### src/rtl/mem_arbiter_if.sv
// Bundle of the per-port request/response signals and the downstream
// memory bus seen by mem_arbiter. The master modport is the arbiter side,
// the slave modport is the environment (requestors plus memory).
interface mem_arbiter_if #(
  parameter int NUM_PORTS  = 2,
  parameter int ADDR_WIDTH = 32,
  parameter int DATA_WIDTH = 32
);
  localparam int BEW = DATA_WIDTH / 8;
  localparam int GW  = (NUM_PORTS > 1) ? $clog2(NUM_PORTS) : 1;

  // Requestor side
  logic [NUM_PORTS-1:0]            port_read;
  logic [NUM_PORTS-1:0]            port_write;
  logic [NUM_PORTS*ADDR_WIDTH-1:0] port_address;
  logic [NUM_PORTS*DATA_WIDTH-1:0] port_wdata;
  logic [NUM_PORTS*BEW-1:0]        port_byte_enable;
  logic [NUM_PORTS-1:0]            port_resp;
  logic [DATA_WIDTH-1:0]           port_rdata;

  // Downstream memory side
  logic [ADDR_WIDTH-1:0]           mem_address;
  logic [DATA_WIDTH-1:0]           mem_wdata;
  logic [BEW-1:0]                  mem_byte_enable;
  logic                            mem_read;
  logic                            mem_write;
  logic                            mem_resp;
  logic [DATA_WIDTH-1:0]           mem_rdata;

  logic [GW-1:0]                   grant_id;

  modport master (
    input  port_read, port_write, port_address, port_wdata, port_byte_enable,
    input  mem_resp, mem_rdata,
    output port_resp, port_rdata,
    output mem_address, mem_wdata, mem_byte_enable, mem_read, mem_write,
    output grant_id
  );

  modport slave (
    output port_read, port_write, port_address, port_wdata, port_byte_enable,
    output mem_resp, mem_rdata,
    input  port_resp, port_rdata,
    input  mem_address, mem_wdata, mem_byte_enable, mem_read, mem_write,
    input  grant_id
  );
endinterface

### src/rtl/mem_arbiter.sv
// Round-robin arbiter funnelling NUM_PORTS requestors onto one memory bus.
// One transaction in flight at a time: IDLE picks a winner and latches its
// request, BUSY holds the downstream request until mem_resp, DONE pulses the
// winner's completion and advances the priority pointer past it.
module mem_arbiter #(
  parameter int NUM_PORTS  = 2,
  parameter int ADDR_WIDTH = 32,
  parameter int DATA_WIDTH = 32
) (
  input  logic          clk,
  input  logic          rst,   // synchronous, active-low
  mem_arbiter_if.master bus
);
  localparam int BEW = DATA_WIDTH / 8;
  localparam int GW  = (NUM_PORTS > 1) ? $clog2(NUM_PORTS) : 1;

  typedef enum logic [1:0] {IDLE, BUSY, DONE} state_t;

  state_t                state_q, state_d;
  logic [GW-1:0]         ptr_q, ptr_d;
  logic [GW-1:0]         grant_q, grant_d;
  logic                  rd_q, rd_d;
  logic                  wr_q, wr_d;
  logic [ADDR_WIDTH-1:0] addr_q, addr_d;
  logic [DATA_WIDTH-1:0] wdata_q, wdata_d;
  logic [BEW-1:0]        be_q, be_d;
  logic [NUM_PORTS-1:0]  resp_q, resp_d;
  logic [DATA_WIDTH-1:0] rdata_q, rdata_d;

  // Per-port views of the flattened request buses
  logic [NUM_PORTS-1:0]  req;
  logic [ADDR_WIDTH-1:0] addr_s  [NUM_PORTS];
  logic [DATA_WIDTH-1:0] wdata_s [NUM_PORTS];
  logic [BEW-1:0]        be_s    [NUM_PORTS];

  genvar gi;
  generate
    for (gi = 0; gi < NUM_PORTS; gi++) begin : g_port
      assign req[gi]     = bus.port_read[gi] | bus.port_write[gi];
      assign addr_s[gi]  = bus.port_address[gi*ADDR_WIDTH +: ADDR_WIDTH];
      assign wdata_s[gi] = bus.port_wdata[gi*DATA_WIDTH +: DATA_WIDTH];
      assign be_s[gi]    = bus.port_byte_enable[gi*BEW +: BEW];
    end
  endgenerate

  // Round-robin search: first requesting port at or after ptr, wrapping
  logic          found;
  logic [GW-1:0] winner;
  int            idx;
  always_comb begin
    found  = 1'b0;
    winner = '0;
    idx    = 0;
    for (int k = 0; k < NUM_PORTS; k++) begin
      idx = int'(ptr_q) + k;
      if (idx >= NUM_PORTS) idx = idx - NUM_PORTS;
      if (!found && req[idx]) begin
        found  = 1'b1;
        winner = GW'(idx);
      end
    end
  end

  // Next-state and next-output logic; everything defaults to hold
  always_comb begin
    state_d = state_q;
    ptr_d   = ptr_q;
    grant_d = grant_q;
    rd_d    = rd_q;
    wr_d    = wr_q;
    addr_d  = addr_q;
    wdata_d = wdata_q;
    be_d    = be_q;
    resp_d  = '0;
    rdata_d = rdata_q;
    case (state_q)
      IDLE: begin
        if (found) begin
          grant_d = winner;
          addr_d  = addr_s[winner];
          wdata_d = wdata_s[winner];
          be_d    = be_s[winner];
          // A simultaneous read+write request is issued as a write
          wr_d    = bus.port_write[winner];
          rd_d    = bus.port_read[winner] & ~bus.port_write[winner];
          state_d = BUSY;
        end
      end
      BUSY: begin
        if (bus.mem_resp) begin
          rdata_d         = bus.mem_rdata;
          rd_d            = 1'b0;
          wr_d            = 1'b0;
          resp_d[grant_q] = 1'b1;
          state_d         = DONE;
        end
      end
      DONE: begin
        ptr_d   = (grant_q == GW'(NUM_PORTS - 1)) ? '0 : grant_q + GW'(1);
        state_d = IDLE;
      end
      default: state_d = IDLE;
    endcase
  end

  // State register; reset abandons any in-flight transaction
  always_ff @(posedge clk) begin
    if (!rst) begin
      state_q <= IDLE;
      ptr_q   <= '0;
      grant_q <= '0;
      rd_q    <= 1'b0;
      wr_q    <= 1'b0;
      addr_q  <= '0;
      wdata_q <= '0;
      be_q    <= '0;
      resp_q  <= '0;
      rdata_q <= '0;
    end else begin
      state_q <= state_d;
      ptr_q   <= ptr_d;
      grant_q <= grant_d;
      rd_q    <= rd_d;
      wr_q    <= wr_d;
      addr_q  <= addr_d;
      wdata_q <= wdata_d;
      be_q    <= be_d;
      resp_q  <= resp_d;
      rdata_q <= rdata_d;
    end
  end

  assign bus.mem_read        = rd_q;
  assign bus.mem_write       = wr_q;
  assign bus.mem_address     = addr_q;
  assign bus.mem_wdata       = wdata_q;
  assign bus.mem_byte_enable = be_q;
  assign bus.port_resp       = resp_q;
  assign bus.port_rdata      = rdata_q;
  assign bus.grant_id        = grant_q;
endmodule

### src/flat_wrapper.sv
// flat-port wrapper written by rule: the top's interface ports become plain ports
module mem_arbiter_flat 
#(
  parameter int NUM_PORTS  = 2,
  parameter int ADDR_WIDTH = 32,
  parameter int DATA_WIDTH = 32
)
  (clk, rst, bus_port_read, bus_port_write, bus_port_address, bus_port_wdata, bus_port_byte_enable, bus_mem_resp, bus_mem_rdata, bus_port_resp, bus_port_rdata, bus_mem_address, bus_mem_wdata, bus_mem_byte_enable, bus_mem_read, bus_mem_write, bus_grant_id);
  mem_arbiter_if #(.NUM_PORTS(NUM_PORTS), .ADDR_WIDTH(ADDR_WIDTH), .DATA_WIDTH(DATA_WIDTH)) bus_i ();
  input  logic clk;
  input  logic rst;
  input wire logic [$bits(bus_i.port_read)-1:0] bus_port_read;
  input wire logic [$bits(bus_i.port_write)-1:0] bus_port_write;
  input wire logic [$bits(bus_i.port_address)-1:0] bus_port_address;
  input wire logic [$bits(bus_i.port_wdata)-1:0] bus_port_wdata;
  input wire logic [$bits(bus_i.port_byte_enable)-1:0] bus_port_byte_enable;
  input wire logic [$bits(bus_i.mem_resp)-1:0] bus_mem_resp;
  input wire logic [$bits(bus_i.mem_rdata)-1:0] bus_mem_rdata;
  output wire logic [$bits(bus_i.port_resp)-1:0] bus_port_resp;
  output wire logic [$bits(bus_i.port_rdata)-1:0] bus_port_rdata;
  output wire logic [$bits(bus_i.mem_address)-1:0] bus_mem_address;
  output wire logic [$bits(bus_i.mem_wdata)-1:0] bus_mem_wdata;
  output wire logic [$bits(bus_i.mem_byte_enable)-1:0] bus_mem_byte_enable;
  output wire logic [$bits(bus_i.mem_read)-1:0] bus_mem_read;
  output wire logic [$bits(bus_i.mem_write)-1:0] bus_mem_write;
  output wire logic [$bits(bus_i.grant_id)-1:0] bus_grant_id;
  assign bus_i.port_read = bus_port_read;
  assign bus_i.port_write = bus_port_write;
  assign bus_i.port_address = bus_port_address;
  assign bus_i.port_wdata = bus_port_wdata;
  assign bus_i.port_byte_enable = bus_port_byte_enable;
  assign bus_i.mem_resp = bus_mem_resp;
  assign bus_i.mem_rdata = bus_mem_rdata;
  assign bus_port_resp = bus_i.port_resp;
  assign bus_port_rdata = bus_i.port_rdata;
  assign bus_mem_address = bus_i.mem_address;
  assign bus_mem_wdata = bus_i.mem_wdata;
  assign bus_mem_byte_enable = bus_i.mem_byte_enable;
  assign bus_mem_read = bus_i.mem_read;
  assign bus_mem_write = bus_i.mem_write;
  assign bus_grant_id = bus_i.grant_id;
  mem_arbiter #(.NUM_PORTS(NUM_PORTS), .ADDR_WIDTH(ADDR_WIDTH), .DATA_WIDTH(DATA_WIDTH)) u_core (.clk(clk), .rst(rst), .bus(bus_i));
endmodule
### config.mk
export PLATFORM = sky130hd
export DESIGN_NAME = mem_arbiter_flat
export DESIGN_NICKNAME = d
export VERILOG_FILES = /design/src/rtl/mem_arbiter_if.sv /design/src/rtl/mem_arbiter.sv /design/src/flat_wrapper.sv
export SDC_FILE = /design/constraint.sdc
export NUM_CORES = 1
export LEC_CHECK = 0
export CORE_MARGIN = 1
export CORE_UTILIZATION = 41
export DETAILED_ROUTE_END_ITERATION = 10
export PLACE_DENSITY = 0.95
export SYNTH_ARGS = -nofsm -noshare
export SYNTH_HDL_FRONTEND = slang
export SYNTH_SLANG_ARGS = --single-unit
export TNS_END_PERCENT = 10
### constraint.sdc
create_clock -name clk -period 3.1 [get_ports clk]
set_input_delay 0.62 -clock clk [delete_from_list [all_inputs] [get_ports clk]]
set_output_delay 0.62 -clock clk [all_outputs]
set_load 0.01 [all_outputs]
* Word level (Yosys, flattened, before mapping)
Cells that the tools add are included.
** Storage, ports and cells
- Register bits after elaboration :: 108
- Bits of input ports :: 175
- Output and inout bits :: 105
- Logic and storage cells :: 77
** Cells by class
- $add $sub $neg :: 4
- Magnitude comparators :: 8
- Eq/ne operators :: 4
- Muxes and demuxes :: 36
- Bitwise gates (word level) :: 5
- Reductions and logical operators :: 10
** Operator list (count)
- 32-bit 2-to-1 mux :: 8
- 32-bit by 3-bit less-than comparator with 1-bit output (second input constant) :: 2
- 32-bit by 3-bit >= comparator with 1-bit output (second input constant) :: 1
- 32-bit by 3-bit subtractor with 32-bit output (second input constant) :: 1
- 1-bit 2-to-1 mux :: 19
- 4-bit 2-to-1 mux :: 3
- 2-bit AND reduction :: 3
- 3-bit AND reduction :: 2
- 1-bit by 2-bit less-than comparator with 1-bit output (second input constant) :: 2
- 2-bit 2-to-1 mux :: 2
- 1-bit case mux with 2 select lines :: 2
- 2-bit case mux with 2 select lines :: 1
- 1-bit by 2-bit subtractor with 3-bit output (second input constant) :: 1
- 1-bit by 1-bit adder with 2-bit output (second input constant) :: 1
- 2-bit by 1-bit == test with 1-bit output (second input constant) :: 1
- 2-bit == test (second input constant) :: 1
- 1-bit by 2-bit >= comparator with 1-bit output (second input constant) :: 1
- 2-bit >= comparator (second input constant) :: 1
- 1-bit logical AND :: 2
- 2-bit logical NOT :: 1
- 2-bit by 1-bit inequality test with 1-bit output (second input constant) :: 1
- 2-bit inequality test (second input constant) :: 1
- 1-bit NOT with 2-bit output :: 1
- 1-bit bitwise OR :: 2
- other kinds (7) :: 7

* Longest topological paths before layout
Gate-level depths: netlist (run 1).
- Depth after elaboration :: 15
- Depth in mapped cells :: 6

* Least setup slack after synthesis (run 1)
OpenSTA, ideal clock, no wires.
- Path kind :: input-to-reg
- From :: input port bus_port_write[1]
- To :: register u_core.rd_q, in the netlist u_core.bus.mem_read
- Library setup time :: 0.122 ns
- Data arrival time :: 1.759 ns
- Required time :: 2.978 ns
- Slack :: 1.219 ns
- Stages :: 5
- Cell sequence :: or4_1 > buf_2 > buf_2 > a22o_1 > o311a_1
** On the way
- Longest elaborated chain between the ends :: 14
- Elaborated cells on any way between the ends :: 23
- Those cells by class :: eq/ne (1); mux (16); bitwise (3); reduce/logical (3)
** Ends and longest elaborated chain
- from (decl) :: line flat_wrapper.sv:13 : input wire logic [$bits(bus_i.port_write)-1:0] bus_port_write;
- 1-bit bitwise OR :: line mem_arbiter.sv:39 : assign req[gi] = bus.port_read[gi] | bus.port_write[gi];
- 1-bit 2-to-1 mux (not written as such) (3 in series) :: line mem_arbiter.sv:57 : if (!found && req[idx]) begin
- 1-bit 2-to-1 mux :: line mem_arbiter.sv:57
- 1-bit logical NOT :: line mem_arbiter.sv:57
- 1-bit logical AND :: line mem_arbiter.sv:57
- 1-bit 2-to-1 mux :: line mem_arbiter.sv:57
- 1-bit 2-to-1 mux (not written as such) (2 in series) :: line mem_arbiter.sv:85 : rd_d = bus.port_read[winner] & ~bus.port_write[winner];
- 1-bit NOT :: line mem_arbiter.sv:85
- 1-bit AND :: line mem_arbiter.sv:85
- 1-bit 2-to-1 mux :: line mem_arbiter.sv:78 : if (found) begin
- 1-bit case mux with 2 select lines :: line mem_arbiter.sv:76 : case (state_q)
- to (signal assigned) :: line mem_arbiter.sv:123 : rd_q <= rd_d;
- to (decl) :: line mem_arbiter.sv:22 : logic rd_q, rd_d;
Several ways; a longest one is shown, not always the timed one. The select of a mux whose other input is x is not followed.
A chain may end at the register's enable or synchronous reset.

* Worst setup path in the final report (run 1)
- From :: input port bus_port_write[1]
- To :: register u_core.wdata_q[20], in the netlist u_core.bus.mem_wdata[20]
** On the way
- Longest elaborated chain between the ends :: 12
- Elaborated cells on any way between the ends :: 18
- Those cells by class :: mux (13); bitwise (2); reduce/logical (3)
** Ends and longest elaborated chain
- 1-bit bitwise OR (*) :: line mem_arbiter.sv:39
- 1-bit 2-to-1 mux (not written as such) (3 in series) :: line mem_arbiter.sv:57
- 1-bit 2-to-1 mux :: line mem_arbiter.sv:57
- 1-bit logical NOT :: line mem_arbiter.sv:57
- 1-bit logical AND :: line mem_arbiter.sv:57
- 1-bit 2-to-1 mux :: line mem_arbiter.sv:57
- 1-bit NOT with 2-bit output (not written as such) :: line mem_arbiter.sv:81 : wdata_d = wdata_s[winner];
- 32-bit 2-to-1 mux (not written as such) (3 in series) :: line mem_arbiter.sv:81
- to (signal assigned) :: line mem_arbiter.sv:126 : wdata_q <= wdata_d;
- to (decl) :: line mem_arbiter.sv:25 : logic [DATA_WIDTH-1:0] wdata_q, wdata_d;
Mark *: on every way between the ends. The rest lies on a longest branch, timed or not. The select of a mux whose other input is x is not followed.

==> results of run 1 <==
## worst max path at each step
stage | startpoint | to | slack [ns] | cells after the start
detailed placement | bus_port_write[0] | u_core.bus.mem_read | 0.48 | 5
global placement | bus_port_write[0] | u_core.bus.mem_read | 0.51 | 5
floorplan | bus_port_write[1] | u_core.bus.mem_read | 1.22 | 5
CTS | bus_port_write[0] | u_core.bus.mem_read | 0.84 | 5
finish | bus_port_write[1] | u_core.bus.mem_wdata[20] | 0.81 | 5
global route | bus_port_write[1] | u_core.bus.mem_address[1] | 0.75 | 5
## worst reg2reg max path: stages (launching register included)
cell and delay, ns:
dfxtp_1 0.38, nor2_4 0.53, buf_12 0.31, a21oi_1 0.15, a311oi_1 0.30
## logic make-up after synthesis
family                 count (synthesis)
buffers and inverters                 72
AO/OA/AOI/OAI                        248
flip-flops                           108
AND/OR/NAND/NOR                      150
## state kept, by name (all words and copies together), names as in the netlist
| signal | cells |
|---|---|
| u_core.bus.mem_read | 1 |
| u_core.bus.mem_wdata | 32 |
| u_core.state_q | 2 |
| u_core.bus.port_rdata | 32 |
| u_core.bus.mem_byte_enable | 4 |
| u_core.bus.grant_id | 1 |
| u_core.ptr_q | 1 |
| u_core.bus.mem_write | 1 |
| u_core.bus.mem_address | 32 |
| u_core.bus.port_resp | 2 |
## metal layers
layer | global-route usage [%] | vias up
met5 | 0 | -
met4 | 9.170 | 0
li1 | - | 2628
met2 | 48.87 | 257
met3 | 7.595 | 29
met1 | 31.29 | 2588
## Yosys cell counts, types with 2 or more instances
cell and number:
o21ai_1 3, clkbuf_1 58, a21oi_1 104, a311oi_1 68
nor2_1 4, o21ai_0 67, nand2_1 66, buf_2 10
inv_1 2, nand3_1 70, or2_2 2, dfxtp_1 108
## where the power goes
part | internal, uW | switching [uW]
registers | 1520 | 77.0
logic | 571 | 469
clock network | 644 | 562
total | 2740 | 1110
## through the flow
stage | utilization (%) | total power (uW) | cells
6_report | 71.95 | 3848 | 963
5_1_grt | 71.95 | 4002 | 963
4_1_cts | 71.95 | 3863 | 963
3_5_place_dp | 69.12 | 2667 | 947
3_3_place_gp | 69.12 | 2644 | 947
2_1_floorplan | - | 2052 | 578
## cell type report
type                    instances  area [um^2]  share of cell area [%]
well taps                     140        175.2                   2.226
inverters                       3        12.51                  0.1590
clock inverters                 7        83.83                   1.066
clock buffers                   9        225.2                   2.863
repair buffers                298         2973                   37.79
multi-input cells             398         2236                   28.42
flip-flops and latches        108         2162                   27.48
==> impl_metrics.py, run 1 <==
metrics = {
    "final_layout": {
        "nets": 993,
        "n_fill_cell": 821,
        "mostFrequentLayoutCell": "clkdlybuf4s50_1",
        "diodes": 0,
        "area_growth_pct": 69.31,
        "stdcell_area_um2": 7868,
        "layout_common_cells": "clkdlybuf4s50_1, dfxtp_1, a21oi_1, nand3_1, a311oi_1",
        "drive_gt1_share_pct": 5.346,
    },
    "timing": {
        "period_share_pct": 73.80,
        "slew_headroom_pct": 55.86,
        "min_period_ns": 2.288,
        "fmax_ghz": 0.4371,
        "fin_skew_ns": 0.01191,
        "setup_ws_ns": 0.8122,
        "holdWs_ns": 0.4533,
        "drv_slew": 0,
        "rsz0062_at_grt": "no",
        "hold_viol": 0,
        "fin_tns_setup_ns": 0,
        "worst_pin_slew_ns": 0.6605,
        "setup_viol": 0,
    },
    "global_routing": {
        "grt_max_degree": 48,
        "grt_usage_pct": 27.41,
        "grt_pass1_vias": 5129,
        "grt_pass1_wl_um": 25540,
        "overflow": 0,
        "grt_antenna_before_repair": 0,
    },
    "hold_path": {
        "hold_path_depth": 2,
        "min_path_type": "register to register",
        "hp-start": "u_core.bus.port_rdata[6]",
        "min_to": "u_core.bus.port_rdata[6]",
    },
    "detailed_routing": {
        "wl_met1_um": 6432,
        "vias_per_cell": 5.713,
        "drt-total-wl_um": 16950,
        "wl_per_cell_um": 17.60,
        "wl_met2_um": 8677,
        "post-route-drc-count": 0,
        "top_layer": "met4",
        "wl_met3_um": 1488,
        "dr.pass1.iters": 7,
        "drtIter0Drc": 402,
        "via_count": 5502,
        "antenna_left": 0,
    },
    "critical_path": {
        "path_max_fanout": 42,
        "worstPathRequired_ns": 3.29,
        "endpoint_kind": "register",
        "start_kind": "primary input",
        "crit_chain": "clkdlybuf4s50_1 -> or4_2 -> buf_4 -> a21oi_1 -> a311oi_1",
        "cpPeakStageDelay_ns": 0.72,
        "crit_slowest_cell": "or4_2",
        "reg2reg_from": "u_core.state_q[0]",
        "arrival_ns": 2.48,
        "rr_worst_depth": 4,
        "worst-path-buf-inv": 2,
        "regToRegSetupSlack_ns": 1.34,
        "path_delay_family": "buffers and inverters",
        "path_class": "primary input to register",
        "timing.rr.end": "u_core.bus.mem_address[20]",
    },
    "logic_synthesis": {
        "yosysUniqueCellTypes": 28,
        "synth_top_area_share_pct": 46.53,
        "synth-adder-area-share_pct": 0,
        "yosys-top-cells-area": "dfxtp_1, a311oi_1, a21oi_1",
        "syn_nets": 753,
        "netlist_area_um2": 4647,
        "yosysSeqAreaShare_pct": 46.53,
        "ys_async_sr_fraction_pct": 0,
        "synth_mux_area_share_pct": 0,
        "ys_seq_elements": 108,
        "syn_area_per_cell_um2": 8.040,
        "synth_area_leader_cell": "dfxtp_1",
        "netlist_instances": 578,
        "synth_top_family_by_area": "compound AO/OA/AOI/OAI gates",
        "synth_xor_area_share_pct": 0,
        "synthFlopType": "dfxtp_1",
        "synth_compound_gate_area_share_pct": 32.71,
        "yosysWarnings": 0,
        "synth_edf_count": 0,
        "synthSimpleGateAreaFrac_pct": 14.65,
    },
    "power_and_ir_drop": {
        "p_per_area_nw_per_um2": 489.1,
        "peakVddDrop_mv": 0.3565,
        "p_leak_uw": 0.002716,
    },
    "floorplan": {
        "die_y_um": 108.5,
        "dieWidth_um": 108.5,
        "die_area_um2": 11760,
        "io_pins": 280,
        "rows": 38,
        "core-area_um2": 10940,
        "initial_core_util_pct": 42.49,
    },
    "outcome": {
        "outcome": "completed",
    },
    "cts": {
        "clockRootBuffer": "clkbuf_16",
        "clkLatencyLatePin_ns": 0.34,
        "clk_path_buf_depth": 2,
        "clk_pin_slew_worst_paths_ns": 0.08,
        "cts_setup_buffers": 0,
        "cts.sinks": 108,
        "cts_tree": "done",
        "ctsHtreeMaxLevel": 3,
        "postCtsResizedCells": 0,
        "cts_buffers": 9,
        "cts_hold_buf": 0,
    },
    "run": {
        "timing.max_cap.violations": 0,
    },
    "place": {
        "dp_hpwl_um": 11640,
        "pre_cts_ws_ns": 0.4765,
        "gp_congestion": 0.8079,
        "port_buffers": 279,
        "placed_area_um2": 7559,
    },
}
No activity file was read; power rests on OpenSTA's default activity.
==> inputs of run 2 (changes only) <==
--- a/config.mk
+++ b/config.mk
@@ -6,9 +6,9 @@
 export NUM_CORES = 1
 export LEC_CHECK = 0
 export CORE_MARGIN = 1
-export CORE_UTILIZATION = 41
+export CORE_UTILIZATION = 34
 export DETAILED_ROUTE_END_ITERATION = 10
-export PLACE_DENSITY = 0.95
+export PLACE_DENSITY = 0.89
 export SYNTH_ARGS = -nofsm -noshare
 export SYNTH_HDL_FRONTEND = slang
 export SYNTH_SLANG_ARGS = --single-unit
==> constraint.sdc (replaced) <==
create_clock -name clk -period 2.05 [get_ports clk]
set_input_delay 0.41 -clock clk [delete_from_list [all_inputs] [get_ports clk]]
set_output_delay 0.41 -clock clk [all_outputs]
set_load 0.01 [all_outputs]
==> run 2 against run 1 <==
Power up 52%. Critical path depth is the same. Non-clock buffer count grew 7. Wire length grew 0.83%. Sequential share of layout area fell by 0.77 points. Global-route usage shrank 3.6 points. Clock power up 47%. Cell area grew 2.9%.
==> impl_metrics.py, run 2 (synthesis gave the netlist of run 1 again) <==
metrics = {
    "timing": {
        "hold_viol": 0,
        "setup_ws_ns": 0.1132,
        "setup_viol": 0,
        "min_period_ns": 1.937,
        "rsz0062_at_grt": "no",
        "drv_slew": 0,
        "worst_pin_slew_ns": 0.3519,
        "period_share_pct": 94.48,
        "slew_headroom_pct": 76.29,
        "fin_skew_ns": 0.005507,
        "fmax_ghz": 0.5163,
    },
    "detailed_routing": {
        "wl_per_cell_um": 16.99,
        "post-route-drc-count": 0,
        "antenna_left": 0,
        "vias_per_cell": 5.521,
        "dr.pass1.iters": 5,
        "drt-total-wl_um": 17090,
        "drtIter0Drc": 361,
        "via_count": 5554,
    },
    "power_and_ir_drop": {
        "p_leak_uw": 0.002795,
        "p_per_area_nw_per_um2": 720.7,
        "peakVddDrop_mv": 0.3582,
        "power.total_uw": 5833,
    },
    "critical_path": {
        "worstPathRequired_ns": 2.34,
        "path_max_fanout": 26,
        "start_kind": "primary input",
        "endpoint_kind": "register",
        "arrival_ns": 2.23,
        "path_class": "primary input to register",
    },
    "cts": {
        "clk_path_buf_depth": 2,
        "cts_setup_buffers": 0,
        "ctsHtreeMaxLevel": 3,
        "clkLatencyLatePin_ns": 0.35,
        "clockRootBuffer": "clkbuf_16",
        "cts.sinks": 108,
        "cts_hold_buf": 0,
        "cts_tree": "done",
        "postCtsResizedCells": 0,
        "cts_buffers": 9,
        "clk_pin_slew_worst_paths_ns": 0.07,
    },
    "floorplan": {
        "die_area_um2": 14140,
        "rows": 42,
        "io_pins": 280,
        "die_y_um": 118.9,
        "core-area_um2": 13300,
        "dieWidth_um": 118.9,
        "initial_core_util_pct": 34.95,
    },
    "place": {
        "dp_hpwl_um": 11650,
        "pre_cts_ws_ns": -0.2404,
        "gp_congestion": 0.7930,
        "port_buffers": 279,
    },
    "final_layout": {
        "layout_common_cells": "clkdlybuf4s50_1, dfxtp_1, a21oi_1, nand3_1, a311oi_1",
        "nets": 1000,
        "area_growth_pct": 74.18,
        "diodes": 0,
        "drive_gt1_share_pct": 6.145,
        "mostFrequentLayoutCell": "clkdlybuf4s50_1",
    },
    "global_routing": {
        "grt_pass1_vias": 5180,
        "grt_max_degree": 72,
        "grt_usage_pct": 23.82,
        "grt_antenna_before_repair": 0,
        "grt_pass1_wl_um": 26890,
        "overflow": 0,
    },
    "outcome": {
        "outcome": "completed",
    },
    "hold_path": {
        "min_path_type": "register to register",
    },
    "run": {
        "timing.max_cap.violations": 0,
    },
}
==> run 2: changes by cell type in the layout (fill, tap and decap cells not counted) <==
cell / delta
clkinv_4: -2
inv_8: -2
clkbuf_8: +1
buf_4: -4
buf_12: +11
clkinv_2: +2
clkinvlp_4: +1
==> run 2: layer usage <==
metal  global-route usage [%]  vias to the layer above  part of all wire [%]
li1                         -                     2649                     -
met3                    6.130                       41                   8.8
met5                        0                        -                     0
met2                    39.29                      298                    48
met1                    28.84                     2566                    40
met4                    11.39                        0                   3.4
==> run 2: power by group <==
| part | switching, uW | internal, uW |
|---|---|---|
| registers | 116 | 2310 |
| logic | 719 | 917 |
| clock network | 796 | 980 |
| total | 1630 | 4200 |
==> run 2: final timing paths <==
kind,start,cells past startpoint,slack [ns],to
hold / removal,u_core.bus.port_rdata[16],2,0.45,u_core.bus.port_rdata[16]
setup / recovery,bus_port_write[1],5,0.11,u_core.bus.mem_read
hold reg to reg,u_core.bus.port_rdata[16],2,0.45,u_core.bus.port_rdata[16]
setup reg to reg,u_core.state_q[1],4,0.60,u_core.bus.mem_read
==> run 2: final cells by class <==
class / instances / area [um^2]
Clock inverter: 6 / 61.31
Multi-Input combinational cell: 398 / 2236
Sequential cell: 108 / 2162
Clock buffer: 10 / 239.0
Fill cell: 1151 / 5201
Inverter: 3 / 12.51
Tap cell: 176 / 220.2
Timing Repair Buffer: 305 / 3163
==> run 2: through the flow <==
stage               utilization [%]  area, um^2  std cells  hold slack [ns]  TNS (ns)
finish                        60.88        8094       1006           0.4530         0
global route                  60.88        8094       1006           0.4674         0
CTS                           60.88        8094       1006           0.4549         0
detailed placement            58.62        7794        990           0.4455    -13.20
global placement              58.62        7794        990           0.4410    -10.41
floorplan                         -        4647        578           0.4805         0
==> run 2: worst max-delay path, cell delays in order <==
cell and delay, ns:
clkdlybuf4s50_1 0.44, or4_2 0.77, buf_4 0.28, nand2_1 0.16
o311a_1 0.17
==> inputs of run 3 (changes only) <==
--- a/config.mk
+++ b/config.mk
@@ -7,6 +7,7 @@
 export LEC_CHECK = 0
 export CORE_MARGIN = 1
 export CORE_UTILIZATION = 34
+export CTS_CLUSTER_SIZE = 24
 export DETAILED_ROUTE_END_ITERATION = 10
 export PLACE_DENSITY = 0.89
 export SYNTH_ARGS = -nofsm -noshare
==> results of run 3 <==
No change in the layout: final DEF, timing and power equal those of run 2.
